--- src/rtl/spi_master_gen_pkg.sv ---
// spi_pkg: shared definitions for the spi_master_gen core.
//   spi_state_e       transfer FSM states (IDLE -> LEAD -> SHIFT -> TRAIL)
//   CPOL_BIT/CPHA_BIT bit positions inside the 2-bit mode word {CPOL,CPHA}
package spi_pkg;

    typedef enum logic [1:0] {
        IDLE  = 2'd0,
        LEAD  = 2'd1,
        SHIFT = 2'd2,
        TRAIL = 2'd3
    } spi_state_e;

    localparam int CPOL_BIT = 1;
    localparam int CPHA_BIT = 0;

endpackage

--- src/rtl/spi_master_gen_if.sv ---
// spi_master_gen_if: host-side handshake bundle of the SPI primary core.
//   cs/rd/wr   host select, read strobe, write (start) strobe
//   din        transmit word          dout      last received word
//   mode       {CPOL,CPHA}            rx_valid  dout holds an unread word
//   ss_sel     secondary index        done      core idle / ready
// Modports: master = host driving requests, slave = the SPI core.
interface spi_master_gen_if #(
    parameter int DWIDTH = 8,
    parameter int SSW    = 1
);
    logic              cs;
    logic              rd;
    logic              wr;
    logic [DWIDTH-1:0] din;
    logic [1:0]        mode;
    logic [SSW-1:0]    ss_sel;
    logic [DWIDTH-1:0] dout;
    logic              rx_valid;
    logic              done;

    modport master (
        output cs, rd, wr, din, mode, ss_sel,
        input  dout, rx_valid, done
    );

    modport slave (
        input  cs, rd, wr, din, mode, ss_sel,
        output dout, rx_valid, done
    );
endinterface

--- src/rtl/spi_master_gen_clkgen.sv ---
// spi_clkgen: half-period counter and SCLK edge pulse generator.
//   i_clk/i_rst   system clock, synchronous active-high reset
//   i_run         count while a transfer is active; held at 0 otherwise
//   i_shift       FSM is in SHIFT, so wraps are real SCLK edges
//   i_sclk/i_cpol current SCLK level and idle polarity of the transfer
//   o_tick        counter wraps this cycle (end of a half-period)
//   o_lead_edge   wrap that moves SCLK away from its idle level
//   o_trail_edge  wrap that returns SCLK to its idle level
module spi_clkgen #(
    parameter int CLKDIV = 2
) (
    input  logic i_clk,
    input  logic i_rst,
    input  logic i_run,
    input  logic i_shift,
    input  logic i_sclk,
    input  logic i_cpol,
    output logic o_tick,
    output logic o_lead_edge,
    output logic o_trail_edge
);
    localparam int CW = (CLKDIV > 1) ? $clog2(CLKDIV) : 1;

    logic [CW-1:0] r_cnt;

    assign o_tick = i_run && (r_cnt == CW'(CLKDIV - 1));

    // Counter sits at 0 while idle so the first LEAD half-period is full length.
    always_ff @(posedge i_clk) begin
        if (i_rst || !i_run || o_tick)
            r_cnt <= '0;
        else
            r_cnt <= r_cnt + 1'b1;
    end

    // Edge type is decided by where SCLK currently sits relative to CPOL.
    assign o_lead_edge  = o_tick && i_shift && (i_sclk == i_cpol);
    assign o_trail_edge = o_tick && i_shift && (i_sclk != i_cpol);
endmodule

--- src/rtl/spi_master_gen.sv ---
// spi_master_gen: parametrised SPI primary with four CPOL/CPHA modes,
// configurable word width / SCLK divider and one-hot active-low selects.
//   clk, rst  system clock, synchronous active-high reset
//   bus       host handshake (spi_master_gen_if.slave)
//   sclk/mosi SPI clock and data out; miso SPI data in
//   ss_n      active-low secondary selects, one per secondary
// Optional: `define SPI_MASTER_LOOPBACK_EN adds input 'loopback'; when set at
// transfer start the receiver samples mosi and no ss_n line asserts.
module spi_master_gen
    import spi_pkg::*;
#(
    parameter int DWIDTH = 8,
    parameter int CLKDIV = 2,
    parameter int NSS    = 1,
    parameter int SSW    = (NSS > 1) ? $clog2(NSS) : 1
) (
    input  logic            clk,
    input  logic            rst,
    spi_master_gen_if.slave bus,
    output logic            sclk,
    output logic            mosi,
    input  logic            miso,
`ifdef SPI_MASTER_LOOPBACK_EN
    input  logic            loopback,
`endif
    output logic [NSS-1:0]  ss_n
);
    localparam int HW = $clog2(2 * DWIDTH);

    spi_state_e        r_state, w_next;
    logic [1:0]        r_mode;
    logic [DWIDTH-1:0] r_tx, r_rx, r_dout;
    logic              r_rx_valid, r_sclk, r_mosi;
    logic [NSS-1:0]    r_ss_n, w_sel_n;
    logic [HW-1:0]     r_hcnt;
    logic              w_start, w_read, w_tick, w_lead, w_trail, w_last, w_sdi, w_sample;

    assign w_start = (r_state == IDLE) && bus.cs && bus.wr && !bus.rd;
    assign w_read  = bus.cs && bus.rd;
    assign w_last  = (r_hcnt == HW'(2 * DWIDTH - 1));

    spi_clkgen #(.CLKDIV(CLKDIV)) u_clkgen (
        .i_clk        (clk),
        .i_rst        (rst),
        .i_run        (r_state != IDLE),
        .i_shift      (r_state == SHIFT),
        .i_sclk       (r_sclk),
        .i_cpol       (r_mode[CPOL_BIT]),
        .o_tick       (w_tick),
        .o_lead_edge  (w_lead),
        .o_trail_edge (w_trail)
    );

`ifdef SPI_MASTER_LOOPBACK_EN
    logic r_lb;
    assign w_sdi = r_lb ? r_mosi : miso;
`else
    assign w_sdi = miso;
`endif

    // CPHA=0 samples on leading edges, CPHA=1 on trailing; the other edge shifts.
    assign w_sample = r_mode[CPHA_BIT] ? w_trail : w_lead;

    // One-hot select decode; an out-of-range index leaves every line high.
    always_comb begin
        w_sel_n = '1;
        for (int i = 0; i < NSS; i++)
            if (int'(bus.ss_sel) == i) w_sel_n[i] = 1'b0;
`ifdef SPI_MASTER_LOOPBACK_EN
        if (loopback) w_sel_n = '1;
`endif
    end

    always_ff @(posedge clk) begin
        if (rst) r_state <= IDLE;
        else     r_state <= w_next;
    end

    always_comb begin
        w_next = r_state;
        case (r_state)
            IDLE:    if (w_start)           w_next = LEAD;
            LEAD:    if (w_tick)            w_next = SHIFT;
            SHIFT:   if (w_tick && w_last)  w_next = TRAIL;
            TRAIL:   if (w_tick)            w_next = IDLE;
            default:                        w_next = IDLE;
        endcase
    end

    always_ff @(posedge clk) begin
        if (rst) begin
            r_mode     <= '0;
            r_tx       <= '0;
            r_rx       <= '0;
            r_dout     <= '0;
            r_rx_valid <= 1'b0;
            r_sclk     <= 1'b0;
            r_mosi     <= 1'b0;
            r_ss_n     <= '1;
            r_hcnt     <= '0;
`ifdef SPI_MASTER_LOOPBACK_EN
            r_lb       <= 1'b0;
`endif
        end else begin
            if (w_read) r_rx_valid <= 1'b0;
            case (r_state)
                IDLE: if (w_start) begin
                    r_mode <= bus.mode;
                    r_sclk <= bus.mode[CPOL_BIT];
                    r_ss_n <= w_sel_n;
                    r_rx   <= '0;
                    r_hcnt <= '0;
                    // CPHA=0 needs the MSB on the wire before the first edge.
                    if (!bus.mode[CPHA_BIT]) begin
                        r_mosi <= bus.din[DWIDTH-1];
                        r_tx   <= {bus.din[DWIDTH-2:0], 1'b0};
                    end else begin
                        r_tx   <= bus.din;
                    end
`ifdef SPI_MASTER_LOOPBACK_EN
                    r_lb   <= loopback;
`endif
                end
                SHIFT: if (w_tick) begin
                    r_sclk <= ~r_sclk;
                    r_hcnt <= r_hcnt + 1'b1;
                    if (w_sample) begin
                        r_rx <= {r_rx[DWIDTH-2:0], w_sdi};
                    end else begin
                        r_mosi <= r_tx[DWIDTH-1];
                        r_tx   <= {r_tx[DWIDTH-2:0], 1'b0};
                    end
                end
                // Completion overrides a same-cycle read clear.
                TRAIL: if (w_tick) begin
                    r_ss_n     <= '1;
                    r_dout     <= r_rx;
                    r_rx_valid <= 1'b1;
                end
                default: ;
            endcase
        end
    end

    assign bus.dout     = r_dout;
    assign bus.rx_valid = r_rx_valid;
    assign bus.done     = (r_state == IDLE);
    assign sclk         = r_sclk;
    assign mosi         = r_mosi;
    assign ss_n         = r_ss_n;
endmodule

--- src/flat_wrapper.sv ---
// flat-port wrapper written by rule: the top's interface ports become plain ports
module spi_master_gen_flat import spi_pkg::*;
#(
    parameter int DWIDTH = 8,
    parameter int CLKDIV = 2,
    parameter int NSS    = 1,
    parameter int SSW    = (NSS > 1) ? $clog2(NSS) : 1
)
  (clk, rst, sclk, mosi, miso, ss_n, bus_cs, bus_rd, bus_wr, bus_din, bus_mode, bus_ss_sel, bus_dout, bus_rx_valid, bus_done);
  spi_master_gen_if #(.DWIDTH(DWIDTH), .SSW(SSW)) bus_i ();
  input  logic clk;
  input  logic rst;
  output logic sclk;
  output logic mosi;
  input  logic miso;
  output logic [NSS-1:0] ss_n;
  input wire logic [$bits(bus_i.cs)-1:0] bus_cs;
  input wire logic [$bits(bus_i.rd)-1:0] bus_rd;
  input wire logic [$bits(bus_i.wr)-1:0] bus_wr;
  input wire logic [$bits(bus_i.din)-1:0] bus_din;
  input wire logic [$bits(bus_i.mode)-1:0] bus_mode;
  input wire logic [$bits(bus_i.ss_sel)-1:0] bus_ss_sel;
  output wire logic [$bits(bus_i.dout)-1:0] bus_dout;
  output wire logic [$bits(bus_i.rx_valid)-1:0] bus_rx_valid;
  output wire logic [$bits(bus_i.done)-1:0] bus_done;
  assign bus_i.cs = bus_cs;
  assign bus_i.rd = bus_rd;
  assign bus_i.wr = bus_wr;
  assign bus_i.din = bus_din;
  assign bus_i.mode = bus_mode;
  assign bus_i.ss_sel = bus_ss_sel;
  assign bus_dout = bus_i.dout;
  assign bus_rx_valid = bus_i.rx_valid;
  assign bus_done = bus_i.done;
  spi_master_gen #(.DWIDTH(DWIDTH), .CLKDIV(CLKDIV), .NSS(NSS), .SSW(SSW)) u_core (.clk(clk), .rst(rst), .bus(bus_i), .sclk(sclk), .mosi(mosi), .miso(miso), .ss_n(ss_n));
endmodule
--- config.mk ---
export PLATFORM = sky130hd
export DESIGN_NAME = spi_master_gen_flat
export DESIGN_NICKNAME = d
export VERILOG_FILES = /design/src/rtl/spi_master_gen_pkg.sv /design/src/rtl/spi_master_gen_if.sv /design/src/rtl/spi_master_gen_clkgen.sv /design/src/rtl/spi_master_gen.sv /design/src/flat_wrapper.sv
export SDC_FILE = /design/constraint.sdc
export NUM_CORES = 1
export LEC_CHECK = 0
export BUFFER_PORTS_ARGS = -buffer_cell sky130_fd_sc_hd__buf_2
export CAP_MARGIN = 30
export CORE_ASPECT_RATIO = 0.8
export CORE_MARGIN = 4
export CORE_UTILIZATION = 59
export CTS_CLUSTER_DIAMETER = 200
export DETAILED_ROUTE_END_ITERATION = 16
export PLACE_DENSITY = 0.83
export RECOVER_POWER = 100
export SKIP_LAST_GASP = 1
export SLEW_MARGIN = 20
export SYNTH_ARGS = -nofsm -noshare
export SYNTH_HDL_FRONTEND = slang
export SYNTH_SLANG_ARGS = --single-unit
--- constraint.sdc ---
create_clock -name clk -period 3.3 [get_ports clk]
set_clock_uncertainty 0.2 [all_clocks]
set_input_delay 0.165 -clock clk [delete_from_list [all_inputs] [get_ports clk]]
set_output_delay 0.165 -clock clk [all_outputs]
set_load 0.01 [all_outputs]
* Word-level counts from Yosys, hierarchy flattened
Index checks and enable logic that the tools add are counted.
** Storage, ports and cells
- Bits in registers :: 37
- Bits in latches :: 0
- RAM bits :: 0
- Bits in read-only memories :: 0
- Input bits :: 17
- Output and inout port bits :: 13
- Logic and storage cells :: 86
- Memories :: 0
** Cells by class
- Add/sub/neg operators :: 2
- Multipliers :: 0
- Div/mod/pow operators :: 0
- Order comparisons :: 0
- Eq/ne operators :: 14
- Shifts and indexed selects :: 0
- Muxes and demuxes :: 33
- Bitwise logic cells :: 1
- Reductions and logical operators :: 25
** Operator list (count)
- 8-bit two-way mux :: 7
- 8-bit one-hot mux with 2 select lines :: 2
- 1-bit two-way mux :: 13
- 4-bit AND reduction :: 3
- 1-bit logical AND :: 9
- 2-bit two-way mux :: 4
- 4-bit two-way mux :: 2
- 2-bit by 1-bit != test with 1-bit output, second input constant :: 4
- 2-bit != test, second input constant :: 4
- 2-bit one-hot mux with 4 select lines :: 1
- 4-bit one-hot mux with 2 select lines :: 1
- 1-bit one-hot mux with 2 select lines :: 3
- 3-bit AND reduction :: 2
- 2-bit nonzero test :: 3
- 5-bit AND reduction :: 1
- 4-bit by 1-bit adder with 4-bit output, second input constant :: 1
- 2-bit equality test, second input constant :: 2
- 4-bit equality test, second input constant :: 1
- 2-bit AND reduction :: 2
- 2-bit by 1-bit equality test with 1-bit output, second input constant :: 1
- 1-bit logical NOT :: 2
- 2-bit logical NOT :: 1
- 1-bit logical OR :: 2
- 1-bit adder, second input constant :: 1
- 3 further kinds :: 3

* Logic depth before layout (Yosys ltp)
- Depth in word-level cells :: 8
- Gate-level depth with buffers :: 8
- Depth with buffers taken out :: 6

* Hierarchy
Synthesis repeated with hierarchy kept, for this count alone.
** Second synthesis, totals
- Cell total of the unflattened synthesis :: 204
- Area, all modules :: 1790.5 um^2
** By module, submodules not included
- spi_master_gen :: times used 1, cells an instance 197, area each 1730.4 um^2, sequential area each 720.7 um^2
- spi_clkgen :: times used 1, cells an instance 7, area each 60.1 um^2, sequential area each 20.0 um^2

* Worst setup path after synthesis
No wires, ideal clock.
- Kind :: reg2reg
- Start point :: register u_core.r_state[0]
- End point :: register u_core.r_hcnt[0]
- Library setup time :: 0.067 ns
- Data arrival time :: 1.677 ns
- Required time :: 3.033 ns
- Slack :: 1.355 ns
- Cell stages (with the launch flop) :: 8
- Buffers on the path :: 1
- Clock period less this slack :: 1.945 ns
- Cell sequence :: dfxtp_1 inv_1 ha_1 buf_4 and2b_1 nor2_4 or4_4 a21oi_2
** On the way
- Longest elaborated chain between the ends :: 6
- Elaborated cells between the ends (all ways) :: 12
- Classes of those cells :: eq/ne: 3; mux: 1; reduce/logical: 8
** Ends and longest elaborated chain
- from (decl) :: RTL line spi_master_gen.sv:30 : spi_state_e r_state, w_next;
- from (signal assigned) :: RTL line spi_master_gen.sv:76 : else r_state <= w_next;
- 2-bit logical NOT :: RTL line spi_master_gen.sv:38, spi_master_gen.sv:106
- 1-bit logical AND (3 in series) :: RTL line spi_master_gen.sv:38 : assign w_start = (r_state == IDLE) && bus.cs && bus.wr && !bus.rd;
- 2-bit by 1-bit != test with 1-bit output (no source line)
- 3-bit AND reduction (no source line)
- to (signal assigned) :: RTL line spi_master_gen.sv:126 : r_hcnt <= r_hcnt + 1'b1;
- to (decl) :: RTL line spi_master_gen.sv:35 : logic [HW-1:0] r_hcnt;
Several ways; a longest one is shown, not always the timed one.
A chain may end at the register's enable or synchronous reset.

* Final worst setup path
- Start point :: register u_core.r_state[0]
- End point :: register u_core.r_mosi, in the netlist u_core.mosi
** On the way
- Longest elaborated chain between the ends :: 7
- Elaborated cells between the ends (all ways) :: 18
- Classes of those cells :: eq/ne: 5; mux: 2; reduce/logical: 11
** Ends and longest elaborated chain
- 2-bit nonzero test :: RTL line spi_master_gen.sv:45 : .i_run (r_state != IDLE),
- 1-bit logical AND :: RTL line spi_master_gen_clkgen.sv:26 : assign o_tick = i_run && (r_cnt == CW'(CLKDIV - 1));
- 1-bit logical AND :: RTL line spi_master_gen_clkgen.sv:37, spi_master_gen_clkgen.sv:38
- 1-bit logical AND (on tied branches) :: RTL line spi_master_gen_clkgen.sv:37, spi_master_gen_clkgen.sv:38
- 1-bit two-way mux :: RTL line spi_master_gen.sv:62 : assign w_sample = r_mode[CPHA_BIT] ? w_trail : w_lead;
- 2-bit != test (no source line)
- 5-bit AND reduction (no source line)
- to (signal assigned) :: RTL line spi_master_gen.sv:115 : r_mosi <= bus.din[DWIDTH-1];
- to (signal assigned) :: RTL line spi_master_gen.sv:130 : r_mosi <= r_tx[DWIDTH-1];
- to (decl) :: RTL line spi_master_gen.sv:33 : logic r_rx_valid, r_sclk, r_mosi;
Several ways; a longest one is shown, not always the timed one.

==> flow_metrics.py <==
metrics = {
    "placed_design": {
        "pre_cts_slack_ns": 0.6776,
        "port_buffers": 29,
        "place.gp.congestion": 0.8590,
        "place_inst": 265,
        "post-dp-hpwl_mm": 2.767,
    },
    "global_routing": {
        "antenna_found_initial": 0,
        "grtUsageTotal_pct": 21.27,
        "grt_pass1_wl_mm": 7.017,
        "grt_start_max_net_pins": 38,
        "gr-total-overflow": 0,
        "grt_pass1_vias": 1524,
    },
    "timing": {
        "hold_viol": 0,
        "setup_viol": 0,
        "fmax_mhz": 376.4,
        "finalCriticalPeriod_ns": 2.657,
        "setup_slack_ns": 0.6429,
        "relSlewSlack_pct": 47.92,
        "whs_ns": 0.04624,
        "fin_setup_tns_ns": 0,
        "rsz0062_at_grt": "no",
        "worst_pin_slew_ns": 0.7812,
        "final_max_slew_viol_count": 0,
        "fin_crit_sh_pct": 80.52,
    },
    "critical_path": {
        "required_ns": 3.29,
        "start_kind": "register",
        "reg2reg_slack_ns": 0.64,
        "critPathMaxFanout": 21,
        "r2r_cells": 6,
        "worstSetupEndpointType": "register",
        "critical_path_class": "reg2reg",
        "crit_arrival_ns": 2.65,
    },
    "routing": {
        "wl_met3_microns": 260,
        "ant_nets": 0,
        "avgRoutedWirePerCell_microns": 14.48,
        "wl_met2_mm": 1.773,
        "via_count": 1656,
        "drtPass1Iterations": 4,
        "first_iter_violations": 110,
        "via_per_inst": 5.978,
        "met1_length_mm": 1.938,
        "routed_wl_mm": 4.012,
        "highest_layer": "met4",
        "drc": 0,
    },
    "die": {
        "rows": 17,
        "chipWidth_microns": 69.87,
        "initial_utilization_pct": 63.39,
        "coreArea_sq_um": 2850,
        "die_h_microns": 57.50,
        "die_area_sq_um": 4017,
        "io_pins": 30,
    },
    "yosys": {
        "synth_cell_type_count": 37,
        "async_reset_ff_share_pct": 0,
        "synth-main-ff-cell": "dfxtp_1",
        "synthCells": 212,
        "seq_area_frac_synth_pct": 41.00,
        "syn_avg_cell_area_sq_um": 8.522,
        "yosysMostFrequentCell": "dfxtp_1",
        "synth_top_cell_by_area": "dfxtp_1",
        "yosys-top-cells-area": "dfxtp_1, a21oi_1, nand2_1, mux2i_1, o21ai_0",
        "syn_area_sq_um": 1807,
        "synth_nets": 235,
        "synth_seq_cells": 37,
        "yosysTopAreaCellShare_pct": 41.00,
        "yosysWarnings": 0,
        "synth_commonest_cells": "dfxtp_1, a21oi_1, nand2_1",
        "synth_edf_count": 0,
    },
    "power_and_ir_drop": {
        "p_leak_uw": 0.0007394,
        "vdd_drop_max_mv": 0.3284,
        "p_per_area_nw_per_um2": 519.1,
    },
    "layout": {
        "nets": 263,
        "drive_above_1_share_pct": 13.39,
        "antenna_cells": 0,
        "post-route-util_pct": 72.08,
        "multi_input_area_sq_um": 984.7,
        "area.growth.synth_to_final_pct": 13.71,
        "register_area_sq_um": 740.7,
        "instances_no_fill": 277,
        "fillers": 243,
    },
    "clock_tree": {
        "clockBufferDepth": 2,
        "cts_tree": "yes",
        "cts.sinks": 37,
        "cts_buffers": 5,
        "cts_root_buf": "clkbuf_8",
        "clk_pin_slew_ns": 0.07,
        "clock_latency_ns": 0.28,
        "h-tree-depth": 2,
        "post_cts_buffers": 0,
    },
    "hold_path": {
        "hold_depth": 3,
        "hp-class": "in2reg",
    },
    "status": {
        "status": "finished, final reports clean",
    },
    "run": {
        "cap_viol_max_count": 0,
    },
}
## routing by layer
layer,GRT usage [%],vias to the layer above
met3,4.049,7
met1,30.18,763
li1,-,833
met5,0,-
met2,32.97,53
met4,6.284,0
## final cells by class
class                           instances  share of cell area, %
Timing Repair Buffer                   36                  9.561
Multi-Input combinational cell        157                  47.93
Sequential cell                        37                  36.05
Inverter                                3                 0.5481
Tap cell                               38                  2.314
Clock inverter                          1                 0.2436
Clock buffer                            5                  3.350
## critical path: stages (launching register included)
cell      delay, ns
dfxtp_1        0.35
inv_1          0.11
ha_1           0.68
inv_1          0.16
o21ai_2        0.62
a31oi_1        0.17
a311oi_1       0.28
## kinds of logic (layout without fill, tap and decap cells)
kind of cell	after synthesis	count (layout)	share of synthesized area, %
muxes	11	11	6.094
DFF	37	37	41.00
adders and majority gates	6	6	4.155
buffers and inverters	18	45	4.155
xor gates and xnor gates	1	1	1.316
and+or+nand+nor	67	67	18.77
AOI/OAI and AO/OA	72	72	24.52
## state kept, by name (all words and copies together), names as in the netlist
name / cells
u_core.sclk: 1
u_core.r_rx: 8
u_core.mosi: 1
u_core.r_tx: 8
u_core.u_clkgen.r_cnt: 1
u_core.r_mode: 2
u_core.ss_n: 1
u_core.r_state: 2
u_core.r_hcnt: 4
u_core.bus.rx_valid: 1
u_core.bus.dout: 8
## worst paths after layout
kind	start	end
worst max register to register	u_core.r_state[0]$_SDFFE_PP0P_	u_core.mosi$_SDFFE_PP0P_
worst min register to register	u_core.u_clkgen.r_cnt$_SDFF_PP0_	u_core.u_clkgen.r_cnt$_SDFF_PP0_
worst max-delay path	u_core.r_state[0]$_SDFFE_PP0P_	u_core.mosi$_SDFFE_PP0P_
worst min-delay path	bus_mode[0]	u_core.r_mode[0]$_SDFFE_PP0P_
## per-stage QoR
stage | power [uW] | area, sq um
final | 1066 | 2054
after global placement | 778.8 | 1943
after detailed placement | 786.2 | 1943
after global routing | 1128 | 2054
after floorplan | 721.5 | 1807
after CTS | 1072 | 2077
## cell usage in the layout (no fill, tap or decap), types with 2 or more instances in the layout
cell type and n:
inv_1 3, clkbuf_1 13, o21ai_0 16, o21a_1 2, nand2b_1 3, nand3_1 5
dfxtp_1 37, a21oi_2 2, o2111ai_1 7, and2_1 2, nand4b_1 2, nor3_1 2
a21oi_1 34, o21ai_1 2, dlygate4sd3_1 6, nand2_1 33, mux2i_1 11, ha_1 6
nand4_1 9, clkbuf_8 5, a2bb2oi_1 2, buf_2 16, nor2_1 5
## power by group
| group | switching, uW | internal, uW | total [uW] | leakage, uW |
|---|---|---|---|---|
| clock | 145 | 139 | 284 | 0.0000399 |
| combinational | 188 | 103 | 292 | 0.000401 |
| sequential | 18.1 | 473 | 491 | 0.000299 |
## repair_timing
action	CTS	global route
hold endpoints to repair	6	0
hold buffers	6	0
gates resized for setup	0	0
Note: power is estimated with default switching activity, not from simulation.
